File: src/rtl/alu_result_fifo.sv
// alu_result_fifo
//   Capture queue behind the registered 4-bit ALU stage. On each cap strobe
//   the 8-bit result is stored together with its opcode and derived status
//   flags {inv, div0, zero}. The queue is first-word-fall-through, so the
//   oldest entry is always presented on head_*. A dropped push sets ovf, and
//   a pop on an empty queue sets udf. Both flags stay set until rst or clr.
//
// Ports
//   clk, rst          clock, synchronous active-high reset
//   clr               synchronous flush, same effect as rst
//   cap               push strobe: capture alu_result/alu_op/alu_b this edge
//   alu_result[7:0]   registered ALU result
//   alu_op[2:0]       opcode that produced alu_result
//   alu_b[3:0]        b operand that produced alu_result (used for div0)
//   pop               pop strobe: discard the head entry this edge
//   head_valid        queue non-empty
//   head_data/op/flags  oldest entry; forced to 0 when empty
//   count[PTRW:0]     occupancy 0..DEPTH
//   full              count == DEPTH
//   ovf, udf          sticky overflow / underflow
module alu_result_fifo #(
  parameter int DEPTH = 4,
  localparam int PTRW = $clog2(DEPTH)
) (
  input  logic            clk,
  input  logic            rst,
  input  logic            clr,
  input  logic            cap,
  input  logic [7:0]      alu_result,
  input  logic [2:0]      alu_op,
  input  logic [3:0]      alu_b,
  input  logic            pop,
  output logic            head_valid,
  output logic [7:0]      head_data,
  output logic [2:0]      head_op,
  output logic [2:0]      head_flags,
  output logic [PTRW:0]   count,
  output logic            full,
  output logic            ovf,
  output logic            udf
);

  localparam logic [PTRW:0] FULL_CNT = (PTRW+1)'(DEPTH);

  typedef struct packed {
    logic [2:0] op;
    logic       inv;
    logic       div0;
    logic       zero;
    logic [7:0] data;
  } entry_t;

  entry_t          mem [DEPTH];
  logic [PTRW-1:0] wr_ptr, rd_ptr;
  logic            flush;
  logic            push_ok, pop_ok;
  entry_t          wr_entry, head;

  assign flush = rst | clr;

  // A push into a full queue is still taken when the head leaves on the same
  // edge; in that case wr_ptr == rd_ptr and the slot being overwritten is the
  // one being popped.
  assign pop_ok  = pop & (count != '0);
  assign push_ok = cap & (~full | pop);

  always_comb begin
    wr_entry      = '0;
    wr_entry.op   = alu_op;
    wr_entry.inv  = alu_op[2] & alu_op[1];
    wr_entry.div0 = (alu_op == 3'b101) && (alu_b == 4'h0);
    wr_entry.zero = (alu_result == 8'h00);
    wr_entry.data = alu_result;
  end

  // Storage has no reset; only pointers and count define what is valid.
  always_ff @(posedge clk) begin
    if (!flush && push_ok) mem[wr_ptr] <= wr_entry;
  end

  always_ff @(posedge clk) begin
    if (flush) begin
      wr_ptr <= '0;
      rd_ptr <= '0;
      count  <= '0;
      ovf    <= 1'b0;
      udf    <= 1'b0;
    end else begin
      if (push_ok) wr_ptr <= wr_ptr + 1'b1;
      if (pop_ok)  rd_ptr <= rd_ptr + 1'b1;
      case ({push_ok, pop_ok})
        2'b10:   count <= count + 1'b1;
        2'b01:   count <= count - 1'b1;
        default: count <= count;
      endcase
      if (cap && !push_ok)        ovf <= 1'b1;
      if (pop && (count == '0))   udf <= 1'b1;
    end
  end

  // Outputs depend on registered state only.
  assign head_valid = (count != '0);
  assign full       = (count == FULL_CNT);
  assign head       = head_valid ? mem[rd_ptr] : '0;
  assign head_data  = head.data;
  assign head_op    = head.op;
  assign head_flags = {head.inv, head.div0, head.zero};

endmodule

File: config.mk
export PLATFORM = sky130hd
export DESIGN_NAME = alu_result_fifo
export DESIGN_NICKNAME = d
export VERILOG_FILES = /design/src/rtl/alu_result_fifo.sv
export SDC_FILE = /design/constraint.sdc
export NUM_CORES = 1
export LEC_CHECK = 0
export CORE_MARGIN = 4
export CORE_UTILIZATION = 43
export DETAILED_ROUTE_END_ITERATION = 6
export PLACE_DENSITY_LB_ADDON = 0.3
export SLEW_MARGIN = 20
export SYNTH_ARGS = -nofsm -noshare
export SYNTH_HDL_FRONTEND = slang
export SYNTH_SLANG_ARGS = --single-unit
File: constraint.sdc
create_clock -name clk -period 3.01 [get_ports clk]
set_input_delay 0.602 -clock clk [delete_from_list [all_inputs] [get_ports clk]]
set_output_delay 0.602 -clock clk [all_outputs]
set_load 0.02 [all_outputs]
==> summary.md <==
| Metric | Value |
|---|---|
| Status | `finished clean` |
| Slowest stage delay, CP | `0.54 ns` |
| Detailed Routing Iterations Pass 1 | `4` |
| IO Port Bufs | `40` |
| Synth cell types | `31` |
| Ant diodes | `0` |
| Synth top area cells | `edfxtp_1 (61%), mux4_2 (8.1%), dfxtp_1 (7.9%)` |
| Setup WS pre-CTS | `0.000826 ns` |
| Grt peak-use layer | `met2` |
| CP delay by family, top | `buffers and inverters` |
| Post-route ant nets | `0` |
| TritonCTS Buffers | `9` |
| Iter 0 DRT Violations | `64` |
| Hold-fix buffers, CTS | `0` |
| Io pins | `41` |
| Synthesized Nets | `188` |
| Worst setup margin | `0.153 ns` |
| WP data required | `2.41 ns` |
| GP Congestion | `0.784` |
| Die W | `88.3 um` |
| Post-synth top flop | `edfxtp_1` |
| Chip height | `88.3 um` |
| Clock Tree Buf Depth | `2` |
| Via count of the routed design | `1537` |
| CP Class | `flop to output port` |
| Setup Fix Bufs, Post-CTS | `0` |
| Setup Viol. Count Final | `0` |
| Post-Syn Area | `2780 um2` |
| Pleak | `1.14 nW` |
| Pwr/cell area | `519 nW/um2` |
| Crit path DAT | `2.26 ns` |
| CP Capture Type | `output port` |
| Met3 GRT Util | `0.0475` |
| Post-DR vias/cell | `5.16` |
| Worst-Margin Slew | `0.473 ns` |
| Mean post-synth cell area | `17.1 um2` |
| Final period utilization | `0.949` |
| P_sw | `415 uW` |
| Met1 Track Usage GR | `0.179` |
| RSZ-0062 raised after global routing | `no` |
| Crit path buf inv count | `2` |
| Seq/Total Area, Yosys | `0.685` |
| Setup crit start kind | `flop` |
| Switching fraction of total power | `0.230` |
| Synth Instances | `162` |
| FMAX | `350 MHz` |
| First-pass GRT wire length | `8.38 mm` |
| Pin count of the biggest net entering global routing | `22` |
| Cell Int Power | `1.38 mW` |
| CTS tree | `built` |
| Yosys reg bits | `67` |
| Starting density of the core | `0.440` |
| Total track usage | `0.151` |
| Clock share of power | `0.347` |
| Grt total ovfl | `0` |
| Slowest-stage cell, CP | `clkdlybuf4s50_1` |
| Core area | `6310 um2` |
| Post-synth top cells | `edfxtp_1 (56), dfxtp_1 (11), nor2b_1 (11)` |
| Mean routed wirelength per cell | `17.0 um` |
| Worst skew pair latency | `0.33 ns` |
| Slew Limit Fails | `0` |
| Share of layout cells above drive strength 1 | `0.172` |
| Seq pwr share | `0.567` |
| Root Buffer | `clkbuf_8` |
| WL final | `5.05 mm` |
| DRC viols | `0` |
| Final net count | `242` |
| Yosys top cell by area | `edfxtp_1` |
| Final HPWL DP | `3.43 mm` |
| YS warnings | `0` |
| Area grow syn2layout | `24.8%` |
| Die area | `7800 um2` |
| Number of synthesized flops with an enable pin | `56` |
| Post-synth top area share | `0.606` |
| FF-to-FF Start | `count[2]$_SDFFE_PP0P_` |
| Clock Skew | `0.00704 ns` |
| Met2 usage | `0.256` |
| Total power | `1.80 mW` |
| Minimum clock period | `2.86 ns` |
| Hold_sp | `udf$_SDFFE_PP0P_` |
| H-tree depth | `3` |
| Vias in the first global route | `1620` |
| Max Cap Viol | `0` |
| Gate power share | `0.087` |
| Initial antenna violation count | `0` |
| Clk pin slew, worst setup/hold paths | `0.07 ns` |
| Final Hold Viols | `0` |
| Rel. slew slack | `0.680` |
| # rows | `29` |
| Hold Path Class | `flop to flop` |
| Most frequent cell after synthesis | `edfxtp_1` |
| Resize count post-CTS | `0` |
| Post-synth ARST share | `0` |
| Worst-path maximum fanout | `7` |
| Setup TNS | `0 ns` |
| Maximum vdd drop | `0.243 mV` |
| Cells along the critical path | `buf_4, mux4_2, nor2b_1, clkdlybuf4s50_1` |
| Clock sink count | `67` |
state kept, by name (all words and copies together) (netlist names), named ones only:
signal / cells
count: 3
wr_ptr: 2
mem: 56
rd_ptr: 2
ovf: 1
udf: 1
power by group through the flow:
| stage | registers, mW | logic (mW) | clock network, mW |
|---|---|---|---|
| 6_report | 1.02 | 0.156 | 0.624 |
| 5_1_grt | 1.02 | 0.170 | 0.697 |
| 4_1_cts | 1.02 | 0.159 | 0.643 |
| 3_5_place_dp | 1.04 | 0.158 | 0 |
| 3_3_place_gp | 1.04 | 0.155 | 0 |
| 2_1_floorplan | 1.04 | 0.0777 | 0 |
routing by layer:
metal  part of all wire  wire [um]
met5                  0          0
met4              0.017         88
met3              0.049        250
met2               0.54       2710
met1               0.40       2010
cell type report:
cell class / instances / area (um2)
tap: 77 / 96.3
fill: 544 / 2850
clock inverter: 7 / 45.0
sequential: 67 / 1900
inverter: 9 / 33.8
clock buffer: 9 / 124
multi-input combinational: 80 / 783
timing repair buffer: 49 / 480
worst reg2reg max path, delay by kind of cell (launching register included):
kind / cells / cell delay, ns
compound gates: 1 / 0.13
xor+xnor: 1 / 0.16
fa+ha+maj: 2 / 0.57
buf+inv: 2 / 0.15
flops: 1 / 0.44
simple gates: 3 / 0.90
logic make-up (layout without fill, tap and decap cells):
group,Yosys count,after routing,share of synthesized area
adders and majority gates,6,6,0.0298
and+or+nand+nor,44,44,0.101
AOI/OAI and AO/OA,14,14,0.0257
buffers and inverters,15,74,0.0325
muxes,14,14,0.119
DFF,67,67,0.685
xor gates and xnor gates,2,2,0.00631
worst paths after layout:
| kind | slack (ns) | end | depth (start not counted) |
|---|---|---|---|
| min | 0.48 | udf$_SDFFE_PP0P_ | 2 |
| min reg2reg | 0.48 | udf$_SDFFE_PP0P_ | 2 |
| max | 0.15 | head_op[1] | 4 |
| max reg2reg | 0.58 | count[2]$_SDFFE_PP0P_ | 9 |
stage by stage:
step | hold slack (ns) | cell area, um2 | instances | utilization
after global placement | 0.460 | 3300 | 282 | 0.522
after detailed placement | 0.465 | 3300 | 282 | 0.522
after global routing | 0.526 | 3460 | 298 | 0.549
after floorplan | 0.459 | 2780 | 162 | -
final | 0.479 | 3460 | 298 | 0.549
after CTS | 0.483 | 3460 | 298 | 0.549
placed cells by master (no fill, tap or decap), types with 5 or more instances in the layout:
master,instances
a21oi_1,8
buf_4,8
clkbuf_8,9
clkdlybuf4s50_1,40
dfxtp_1,11
edfxtp_1,56
ha_1,5
inv_1,9
mux4_2,10
nor2_1,9
nor2b_1,11
o21ai_0,5
(Power assumes the default switching activity.)
